### config.mk
export PLATFORM = sky130hd
export DESIGN_NAME = stb_drain_controller
export DESIGN_NICKNAME = d
export VERILOG_FILES = /design/src/rtl/stb_pkg.sv /design/src/rtl/stb_sat_counter.sv /design/src/rtl/stb_drain_controller.sv
export SDC_FILE = /design/constraint.sdc
export NUM_CORES = 1
export LEC_CHECK = 0
export CAP_MARGIN = 25
export CORE_AREA = 4 4 41 43
export DETAILED_ROUTE_END_ITERATION = 16
export DIE_AREA = 0 0 45 47
export DONT_BUFFER_PORTS = 1
export SYNTH_ARGS = -nofsm -noshare
export SYNTH_HDL_FRONTEND = slang
export SYNTH_SLANG_ARGS = --single-unit
### constraint.sdc
create_clock -name clk -period 1.45 [get_ports clk]
set_input_delay 0.29 -clock clk [delete_from_list [all_inputs] [get_ports clk]]
set_output_delay 0.29 -clock clk [all_outputs]
set_load 0.1 [all_outputs]
### src/rtl/stb_pkg.sv
// Shared types and defaults for the store-buffer drain sequencer.
package stb_pkg;

    typedef enum logic [1:0] {
        IDLE = 2'd0,
        REQ  = 2'd1,
        ADV  = 2'd2
    } stb_drain_state_e;

    localparam int STB_STARVE_LIMIT_DEF = 8;

endpackage

### src/rtl/stb_sat_counter.sv
// Saturating up-counter with synchronous clear; tracks how long a ready store
// has been deferred in favour of loads.
module stb_sat_counter
    import stb_pkg::*;
#(
    parameter int WIDTH = 4,
    parameter int LIMIT = STB_STARVE_LIMIT_DEF
) (
    input  logic             clk,
    input  logic             rst_n,
    input  logic             inc,
    input  logic             clr,
    output logic [WIDTH-1:0] cnt,
    output logic             at_limit
);

    localparam logic [WIDTH-1:0] LIMIT_C = WIDTH'(LIMIT);

    logic [WIDTH-1:0] cnt_q;
    logic [WIDTH-1:0] cnt_d;

    always_comb begin
        cnt_d = cnt_q;
        if (clr) begin
            cnt_d = '0;
        end else if (inc && (cnt_q != LIMIT_C)) begin
            cnt_d = cnt_q + 1'b1;
        end
    end

    always_ff @(posedge clk or negedge rst_n) begin
        if (!rst_n) begin
            cnt_q <= '0;
        end else begin
            cnt_q <= cnt_d;
        end
    end

    assign cnt      = cnt_q;
    assign at_limit = (cnt_q == LIMIT_C);

endmodule

### src/rtl/stb_drain_controller.sv
// Read-side sequencer for the store buffer: drains committed stores to the
// dcache, arbitrates against loads with a starvation guard, services fences.
module stb_drain_controller
    import stb_pkg::*;
#(
    parameter int STARVE_LIMIT = STB_STARVE_LIMIT_DEF,
    parameter int CNT_W        = $clog2(STARVE_LIMIT + 1)
) (
    input  logic clk,
    input  logic rst_n,
    input  logic stb_empty,
    input  logic stb_full,
    input  logic lsu2dcache_req,
    input  logic dcache2stb_ack,
    input  logic fence_req,
    output logic stb_rd_en,
    output logic rd_sel,
    output logic stb2dcache_req,
    output logic stb_dcache_owner,
    output logic fence_done
);

    stb_drain_state_e state_q;
    stb_drain_state_e state_d;
    logic             fence_active_q;
    logic             fence_active_d;
    logic             req_q;
    logic             req_d;

    logic             issue;
    logic             starve_inc;
    logic             at_limit;
    logic             ack_hit;
    logic             fence_done_c;
    logic [CNT_W-1:0] starve_cnt;

    stb_sat_counter #(
        .WIDTH (CNT_W),
        .LIMIT (STARVE_LIMIT)
    ) u_starve_cnt (
        .clk      (clk),
        .rst_n    (rst_n),
        .inc      (starve_inc),
        .clr      (issue),
        .cnt      (starve_cnt),
        .at_limit (at_limit)
    );

    always_comb begin
        issue        = (state_q == IDLE) && !stb_empty &&
                       (stb_full || fence_active_q || at_limit || !lsu2dcache_req);
        starve_inc   = (state_q == IDLE) && !stb_empty && lsu2dcache_req && !issue;
        ack_hit      = (state_q == REQ) && dcache2stb_ack;
        fence_done_c = fence_active_q && stb_empty && (state_q == IDLE);

        state_d = state_q;
        case (state_q)
            IDLE:    if (issue) state_d = REQ;
            REQ:     if (dcache2stb_ack) state_d = ADV;
            ADV:     state_d = IDLE;
            default: state_d = IDLE;
        endcase

        req_d = (state_d == REQ);

        // Completion wins over a coincident new fence: the drained buffer satisfies it.
        fence_active_d = fence_active_q;
        if (fence_done_c) begin
            fence_active_d = 1'b0;
        end else if (fence_req) begin
            fence_active_d = 1'b1;
        end
    end

    always_ff @(posedge clk or negedge rst_n) begin
        if (!rst_n) begin
            state_q        <= IDLE;
            fence_active_q <= 1'b0;
            req_q          <= 1'b0;
        end else begin
            state_q        <= state_d;
            fence_active_q <= fence_active_d;
            req_q          <= req_d;
        end
    end

    assign rd_sel           = req_q;
    assign stb2dcache_req   = req_q;
    assign stb_dcache_owner = req_q;
    assign stb_rd_en        = ack_hit;
    assign fence_done       = fence_done_c;

endmodule
==> results of run 1 <==
[power by group]
part           switching [uW]  total, uW  internal [uW]
clock network            82.6        188            106
logic                     561        815            254
registers                57.3        341            284
total                     701       1340            644
[worst reg2reg max path, stage by stage, from the launching register on]
cell and delay [ns]:
dfrtp_2 0.44, buf_4 0.15, nor3_1 0.33, o31ai_1 0.14
a22o_2 0.22
[metal layers]
metal | track usage [%] | part of all wire, % | wire length, um | vias up
li1 | - | - | - | 168
met1 | 12.0 | 45 | 357 | 139
met2 | 13.3 | 43 | 335 | 14
met3 | 2.68 | 6.7 | 53 | 5
met4 | 12.3 | 5.1 | 40 | 0
met5 | 0 | 0 | 0 | -
[Yosys cell counts (2+ instances only)]
cell / n / share of area (%)
buf_4: 2 / 3.4
nand2_1: 4 / 3.4
ha_1: 2 / 5.7
nor3_1: 2 / 2.3
nor2_1: 4 / 3.4
inv_1: 2 / 1.7
o21ai_1: 2 / 2.3
dfrtp_1: 8 / 46
a21oi_1: 2 / 2.3
[layout make-up]
type,count,area (sq um),area share [%]
Timing Repair Buffer,8,104,17.8
Multi-Input combinational cell,30,223,38.3
Clock buffer,4,26.3,4.52
Sequential cell,8,203,34.8
Inverter,2,7.51,1.29
Tap cell,15,18.8,3.23
[what timing repair did]
item / 4_1_cts / 5_1_grt
resized for setup: 1 / 0
endpoints found under the setup margin: 1 / 2
setup buffers: 1 / 2
pin swaps: 0 / 0
hold buffers: 1 / 0
endpoints found under the hold margin: 8 / 0
[per-stage QoR]
stage	std cells	utilization, %	total power (uW)
floorplan	43	-	969
global placement	59	39.9	1100
detailed placement	59	39.9	1100
CTS	65	43.6	1320
global route	67	44.7	1410
finish	67	44.7	1340
[worst max path at each step]
| stage | startpoint | to |
|---|---|---|
| final | state_q[1]$_DFF_PN0_ | fence_done |
| after global routing | fence_active_q$_DFFE_PN0P_ | fence_done |
| after CTS | fence_active_q$_DFFE_PN0P_ | fence_done |
| after detailed placement | u_starve_cnt.cnt[0]$_DFFE_PN0P_ | u_starve_cnt.cnt[1]$_DFFE_PN0P_ |
| after global placement | u_starve_cnt.cnt[0]$_DFFE_PN0P_ | u_starve_cnt.cnt[0]$_DFFE_PN0P_ |
| after floorplan | state_q[1]$_DFF_PN0_ | fence_done |
[kinds of logic after synthesis]
group           Yosys count
compound gates            7
fa+ha+maj                 2
buf+inv                   5
flops                     8
mux                       2
simple gates             19
[registers in the layout, summed over array words and instances (netlist names)]
register and cells:
u_starve_cnt.cnt 4, state_q 2, fence_active_q 1, rd_sel 1
==> impl_metrics.yaml, run 1 <==
sta:
  hold_viol: 0
  fmax_mhz: 700
  whs_ns: 0.167
  finalSetupViolCount: 0
  setup_tns_ns: 0
  tightest_slew_ns: 0.375
  fin_skew_ns: 0.00830
  fin_crit_sh_pct: 98.5
  rsz0062_at_grt: "true"
  slew_viol_final: 0
  slew_headroom_pct: 74.9
  min_period_ns: 1.43
  fin_ws_ns: 0.0218
place:
  post-place-ws_ns: 0.130
  routabilityCongestion: 0.840
  place_area_sq_um: 519
  hpwl_um: 587
  io_buffers: 0
setup_path:
  r2r_start: "state_q[0]$_DFF_PN0_"
  critical_path_class: "register to primary output"
  regToRegSetupSlack_ns: 0.05
  path_delay_family: "flip-flops"
  timing.rr.end: "u_starve_cnt.cnt[2]$_DFFE_PN0P_"
  rr_worst_depth: 4
  crit_path_end_kind: "primary output"
  path_max_fanout: 5
  worst_path_largest_cell_delay_ns: 0.39
  arrival_ns: 1.14
  critPathSlowestCell: "dfrtp_1"
  worstPathRequired_ns: 1.16
  crit_chain: "buf_6 > nor3_4 > buf_12"
  path_depth: 3
  cp_num_buf_inv: 2
  critPathLaunchType: "register"
grt:
  grt_overflow: 0
  antenna_found_initial: 0
  grt_pass1_wl_um: 1390
  grt_max_degree: 9
  grt_pass1_vias: 345
  grt_util_all_layers_pct: 10.1
min_path:
  holdPathStages: 2
  holdCritStartpoint: "fence_req"
  min_to: "fence_active_q$_DFFE_PN0P_"
  hold_path.class: "input port to register"
floorplanning:
  die_w_um: 45
  rows: 13
  coreArea_sq_um: 1300
  die_area_sq_um: 2120
  io_pins: 12
  initial_core_util_pct: 33.5
  die_y_um: 47
yosys:
  syn_inst: 43
  synthesis.area_sq_um: 435
  ys_types: 24
  synth_top_family_by_area: "simple AND/OR/NAND/NOR gates"
  synth_compound_area_share_pct: 10.1
  synthArstFlopShare_pct: 100
  synth-xor-area-share_pct: 0
  synthAdderAreaFrac_pct: 5.75
  yosysWarnings: 0
  yosys_most_used_dff: "dfrtp_1"
  synth-edff-count: 0
  yosys.area_share.simple_pct: 25.6
  synth_mux_area_share_pct: 4.89
  syn_area_per_cell_sq_um: 10.1
  seq_area_frac_synth_pct: 46.0
  syn-num-nets: 52
  ys_ff_latch: 8
detailed_routing:
  drt_iter0_markers: 4
  drt-pass1-iter-count: 4
  ant_nets: 0
  drc: 0
  wl_um: 787
  viasPerCell: 4.87
  num_vias: 326
  wire_per_inst_um: 11.7
pwr:
  p_leak_uw: 0.000258
  p_per_area_nw_per_um2: 2310
  vdd_drop_max_mv: 0.942
clock_network:
  cts_max_level: 1
  root_buffer: "clkbuf_4"
  clock_latency_ns: 0.26
  clk_pin_slew_ns: 0.06
  cts.sink_count: 8
  cts_max_path_buffers: 2
  cts_tree: "built"
  cts_buffers: 3
outcome:
  status: "finished clean"
layout:
  n_fill_cell: 126
  diodes: 0
  mostFrequentLayoutCell: "dfrtp_1"
  area_growth_pct: 33.6
  fin_nets: 62
  drive_gt1_share_pct: 38.5
  fin_area_sq_um: 582
job:
  drv_cap: 0
No activity file was read; power rests on OpenSTA's default activity.
==> run 2, diff against run 1 <==
Settings changed: REMOVE_ABC_BUFFERS from default to 1.
==> run 2 against run 1 <==
  * The flow now finishes with violations (setup timing)
  * Sequential cell count unchanged
  * Critical endpoint unchanged
  * Total power increased by 1.4%
  * Largest cell class unchanged
  * Die area unchanged
  * Routed wire length increased by 20%
  * Clock skew about the same
  * Clock power increased by 5%
  * Combinational power about the same
  * Critical path type unchanged
  * Highest routed layer unchanged
  * First-iteration DRC count increased by 75%
  * Maximum frequency decreased by 3.2%
  * Final cell count unchanged
==> impl_metrics.yaml, run 2 (same netlist as run 1, synthesis figures left out) <==
clock_network:
  root_buffer: "clkbuf_4"
  cts_max_path_buffers: 2
  cts_buffers: 3
  cts_max_level: 1
  clk_pin_slew_ns: 0.06
  cts_tree: "built"
  clock_latency_ns: 0.27
  cts.sink_count: 8
setup_path:
  arrival_ns: 1.19
  critPathLaunchType: "register"
  worst_path_largest_cell_delay_ns: 0.44
  cp_num_buf_inv: 1
  critPathSlowestCell: "dfrtp_2"
  crit_path_end_kind: "primary output"
  worstPathRequired_ns: 1.16
  path_max_fanout: 4
  path_delay_family: "flip-flops"
  crit_chain: "nor3_4 > clkbuf_16"
  critical_path_class: "register to primary output"
detailed_routing:
  drc: 0
  num_vias: 351
  wl_um: 942
  drt-pass1-iter-count: 4
  viasPerCell: 5.24
  wire_per_inst_um: 14.1
  ant_nets: 0
  drt_iter0_markers: 7
floorplanning:
  die_w_um: 45
  io_pins: 12
  coreArea_sq_um: 1300
  rows: 13
  die_area_sq_um: 2120
  initial_core_util_pct: 33.5
  die_y_um: 47
layout:
  area_growth_pct: 34.2
  largest_register_ffs: 4
  most-common-layout-cells: "5 x dfrtp_1, 4 x buf_4"
  postLayoutCoreUtil_pct: 44.9
  fin_nets: 62
  drive_gt1_share_pct: 42.3
  mostFrequentLayoutCell: "dfrtp_1"
  fin_area_sq_um: 584
  diodes: 0
  stdcell_count: 67
sta:
  tightest_slew_ns: 0.363
  min_period_ns: 1.48
  fin_skew_ns: 0.00833
  slew_viol_final: 0
  fin_ws_ns: -0.0257
  fin_crit_sh_pct: 102
  hold_viol: 0
  fmax_mhz: 678
  rsz0062_at_grt: "true"
  finalSetupViolCount: 1
  slew_headroom_pct: 75.7
grt:
  grt_max_degree: 9
  grt_pass1_vias: 349
  grt_pass1_wl_um: 1460
  antenna_found_initial: 0
  grt_overflow: 0
  grt_util_all_layers_pct: 10.3
outcome:
  failed_checks: "setup timing"
  status: "finished with violations"
place:
  place_area_sq_um: 502
  routabilityCongestion: 0.870
  hpwl_um: 628
  io_buffers: 0
  placed_cells: 58
  post-place-ws_ns: 0.141
pwr:
  vdd_drop_max_mv: 1.08
  p_leak_uw: 0.000259
  p_per_area_nw_per_um2: 2330
min_path:
  hold_path.class: "input port to register"
job:
  drv_cap: 0
run 2: routing by layer:
metal,global-route usage (%),up-vias,wire [um]
li1,-,166,-
met1,10.1,166,374
met2,16.1,16,464
met3,4.21,3,73
met4,10.5,0,29
met5,0,-,0
run 2: path summary, 6_finish.rpt:
check / endpoint / cells past startpoint / slack (ns) / start
worst min register to register: u_starve_cnt.cnt[2]$_DFFE_PN0P_ / 1 / 0.56 / u_starve_cnt.cnt[2]$_DFFE_PN0P_
max in group asynchronous: state_q[0]$_DFF_PN0_ / 1 / 0.80 / rst_n
min in group asynchronous: fence_active_q$_DFFE_PN0P_ / 1 / 0.36 / rst_n
worst min-delay path: fence_active_q$_DFFE_PN0P_ / 2 / 0.15 / fence_req
worst max register to register: u_starve_cnt.cnt[1]$_DFFE_PN0P_ / 4 / 0.06 / fence_active_q$_DFFE_PN0P_
worst max-delay path: fence_done / 2 / -0.03 / state_q[1]$_DFF_PN0_
run 2: repair_timing:
item                                    CTS  global route
resized for setup                         3             2
endpoints found under the setup margin    2             3
pin swaps                                 0             1
endpoints found under the hold margin     8             0
gates cloned                              0             0
hold buffers                              1             0
buffers inserted                          2             2
run 2: final cells by class:
class                   count  area, sq um
flip-flops and latches      8          204
well taps                  15         18.8
clock buffers               4         26.3
fillers                   118          717
multi-input cells          30          223
inverters                   2         7.51
repair buffers              8          105
run 2: report_power, final:
part	total (uW)	switching, uW	leakage, uW	internal (uW)
clock	198	91.3	0.0000150	106
combinational	816	562	0.000143	254
sequential	350	64.8	0.000101	285
total	1360	718	0.000259	646
run 2: per-stage QoR:
stage	TNS, ns	total power (uW)	hold WS, ns
after floorplan	-6.16	817	-0.00559
after global placement	0	1060	-0.00538
after detailed placement	0	1070	-0.00541
after CTS	-0.0354	1320	0.144
after global routing	-0.0770	1420	0.157
final	-0.0257	1360	0.150
==> run 3, diff against run 2 <==
Settings changed: GPL_ROUTABILITY_DRIVEN from default to 0.
Clock period 1.45 ns to 1.2 ns, I/O delays scaled along.
==> run 3 against run 2 <==
  * The run still ends with setup timing left
  * Combinational power increased by 31%
  * Register-to-register slack worse by 0.25 ns
  * First-iteration DRC count unchanged
  * Clock power increased by 19%
  * Non-clock buffer count increased by 7
  * Routed wire length grew 7.6%
  * Global-route usage rose by 1.3 points
  * Via count increased by 11%
  * Clock skew down 0.0017 ns
  * Critical path type unchanged
  * Critical endpoint is now stb_rd_en
  * Largest power group unchanged
==> impl_metrics.yaml, run 3 (same netlist as run 1, synthesis figures left out) <==
outcome:
  status: "finished with violations"
  failed_checks: "setup timing"
detailed_routing:
  viasPerCell: 5.26
  drc: 0
  drt-pass1-iter-count: 2
  drt_iter0_markers: 7
  ant_nets: 0
  wire_per_inst_um: 13.7
  num_vias: 389
  wl_um: 1010
clock_network:
  cts_max_path_buffers: 2
  cts_max_level: 1
  clock_latency_ns: 0.26
  cts_tree: "built"
  root_buffer: "clkbuf_4"
  cts_buffers: 3
  clk_pin_slew_ns: 0.06
  cts.sink_count: 8
grt:
  grt_overflow: 0
  grt_use_met3_pct: 3.83
  met1_usage_pct: 11.7
  grt_pass1_vias: 378
  grt_pass1_wl_um: 1630
  antenna_found_initial: 0
  top_usage_layer: "met2"
  grt_util_all_layers_pct: 11.7
  grt_max_degree: 9
  met2_usage_pct: 19.2
min_path:
  hold_path.class: "input port to register"
  holdCritStartpoint: "fence_req"
  holdPathStages: 2
layout:
  postLayoutCoreUtil_pct: 50.9
  largest_register_ffs: 4
  drive_gt1_share_pct: 54.2
  area_growth_pct: 52.0
  most-common-layout-cells: "11 x buf_4, 6 x dfrtp_1, 3 x nand2_1, 3 x nor2_1, 3 x clkbuf_4"
  diodes: 0
  n_fill_cell: 120
  fin_nets: 69
  mostFrequentLayoutCell: "buf_4"
place:
  io_buffers: 0
  hpwl_um: 616
setup_path:
  worst_path_largest_cell_delay_ns: 0.42
  path_delay_family: "flip-flops"
  r2r_start: "u_starve_cnt.cnt[1]$_DFFE_PN0P_"
  crit_chain: "buf_4 > nor2_4 > buf_12"
  cp-startpoint: "state_q[1]$_DFF_PN0_"
  crit_path_end_kind: "primary output"
  path_max_fanout: 4
  cp_num_buf_inv: 2
  path_depth: 3
  rr_worst_depth: 5
  critPathSlowestCell: "dfrtp_1"
  critPathLaunchType: "register"
  worstPathRequired_ns: 0.96
  critical_path_class: "register to primary output"
  arrival_ns: 1.15
floorplanning:
  die_w_um: 45
  rows: 13
  io_pins: 12
  die_y_um: 47
  coreArea_sq_um: 1300
  die_area_sq_um: 2120
  initial_core_util_pct: 33.5
sta:
  fmax_mhz: 719
  tightest_slew_ns: 0.373
  slew_viol_final: 0
  finalSetupViolCount: 11
  fin_ws_ns: -0.192
  fin_skew_ns: 0.00664
  slew_headroom_pct: 75.1
  hold_viol: 0
  rsz0062_at_grt: "true"
  fin_crit_sh_pct: 116
  min_period_ns: 1.39
pwr:
  finalPower_uw: 1730
  p_per_area_nw_per_um2: 2610
  vdd_drop_max_mv: 1.52
  p_leak_uw: 0.000302
job:
  drv_cap: 0
run 3: changes by cell type in the layout (fill, tap and decap cells not counted):
cell,delta
o21ai_2,+2
o31ai_2,+1
dfrtp_1,+1
dfrtp_2,-1
or2_4,+1
nor3_4,+1
or2_1,-1
nor2_2,-1
o21ai_1,-2
nor2_4,+1
buf_4,+7
o31ai_1,-1
nor3_2,-1
run 3: stage by stage:
step           hold WS (ns)  area, sq um  cells  setup slack, ns  setup TNS (ns)
3_3_place_gp        -0.0554          554     65          -0.0331          -0.100
3_5_place_dp        -0.0554          554     65          -0.0518          -0.185
4_1_cts              0.0971          639     73           -0.209           -1.16
2_1_floorplan       -0.0556          409     40            -1.70           -7.45
5_1_grt               0.143          662     74           -0.256           -1.81
6_report              0.110          662     74           -0.192           -1.23
run 3: repair_timing:
| item | CTS | global route |
|---|---|---|
| setup endpoints to repair | 11 | 11 |
| setup buffers | 3 | 1 |
| hold endpoints to repair | 8 | 0 |
| pin swaps | 1 | 3 |
| gates resized for setup | 6 | 4 |
| gates cloned | 0 | 0 |
| hold buffers | 1 | 0 |
run 3: report_power, final:
| part | switching [uW] | internal (uW) | leakage, uW |
|---|---|---|---|
| clock | 108 | 128 | 0.0000150 |
| sequential | 75.2 | 343 | 0.000102 |
| combinational | 705 | 368 | 0.000185 |
| total | 889 | 839 | 0.000302 |
run 3: cell type report:
class / instances / area, sq um / share of cell area, %
multi-input cells: 30 / 249 / 37.6
flip-flops and latches: 8 / 203 / 30.6
repair buffers: 15 / 158 / 23.8
clock buffers: 4 / 26.3 / 3.97
well taps: 15 / 18.8 / 2.84
inverters: 2 / 7.51 / 1.13
run 3: path summary, 6_finish.rpt:
kind                                              endpoint  slack, ns
min                             fence_active_q$_DFFE_PN0P_       0.11
min reg2reg                u_starve_cnt.cnt[3]$_DFFE_PN0P_       0.58
min in group asynchronous             state_q[1]$_DFF_PN0_       0.32
max                                              stb_rd_en      -0.19
max in group asynchronous                 rd_sel$_DFF_PN0_       0.59
max reg2reg                u_starve_cnt.cnt[0]$_DFFE_PN0P_      -0.19
run 3: layer usage:
layer  part of all wire (%)  up-vias
li1                       -      182
met1                     38      188
met2                     52       15
met3                    6.6        4
met4                    3.4        0
met5                      0        -
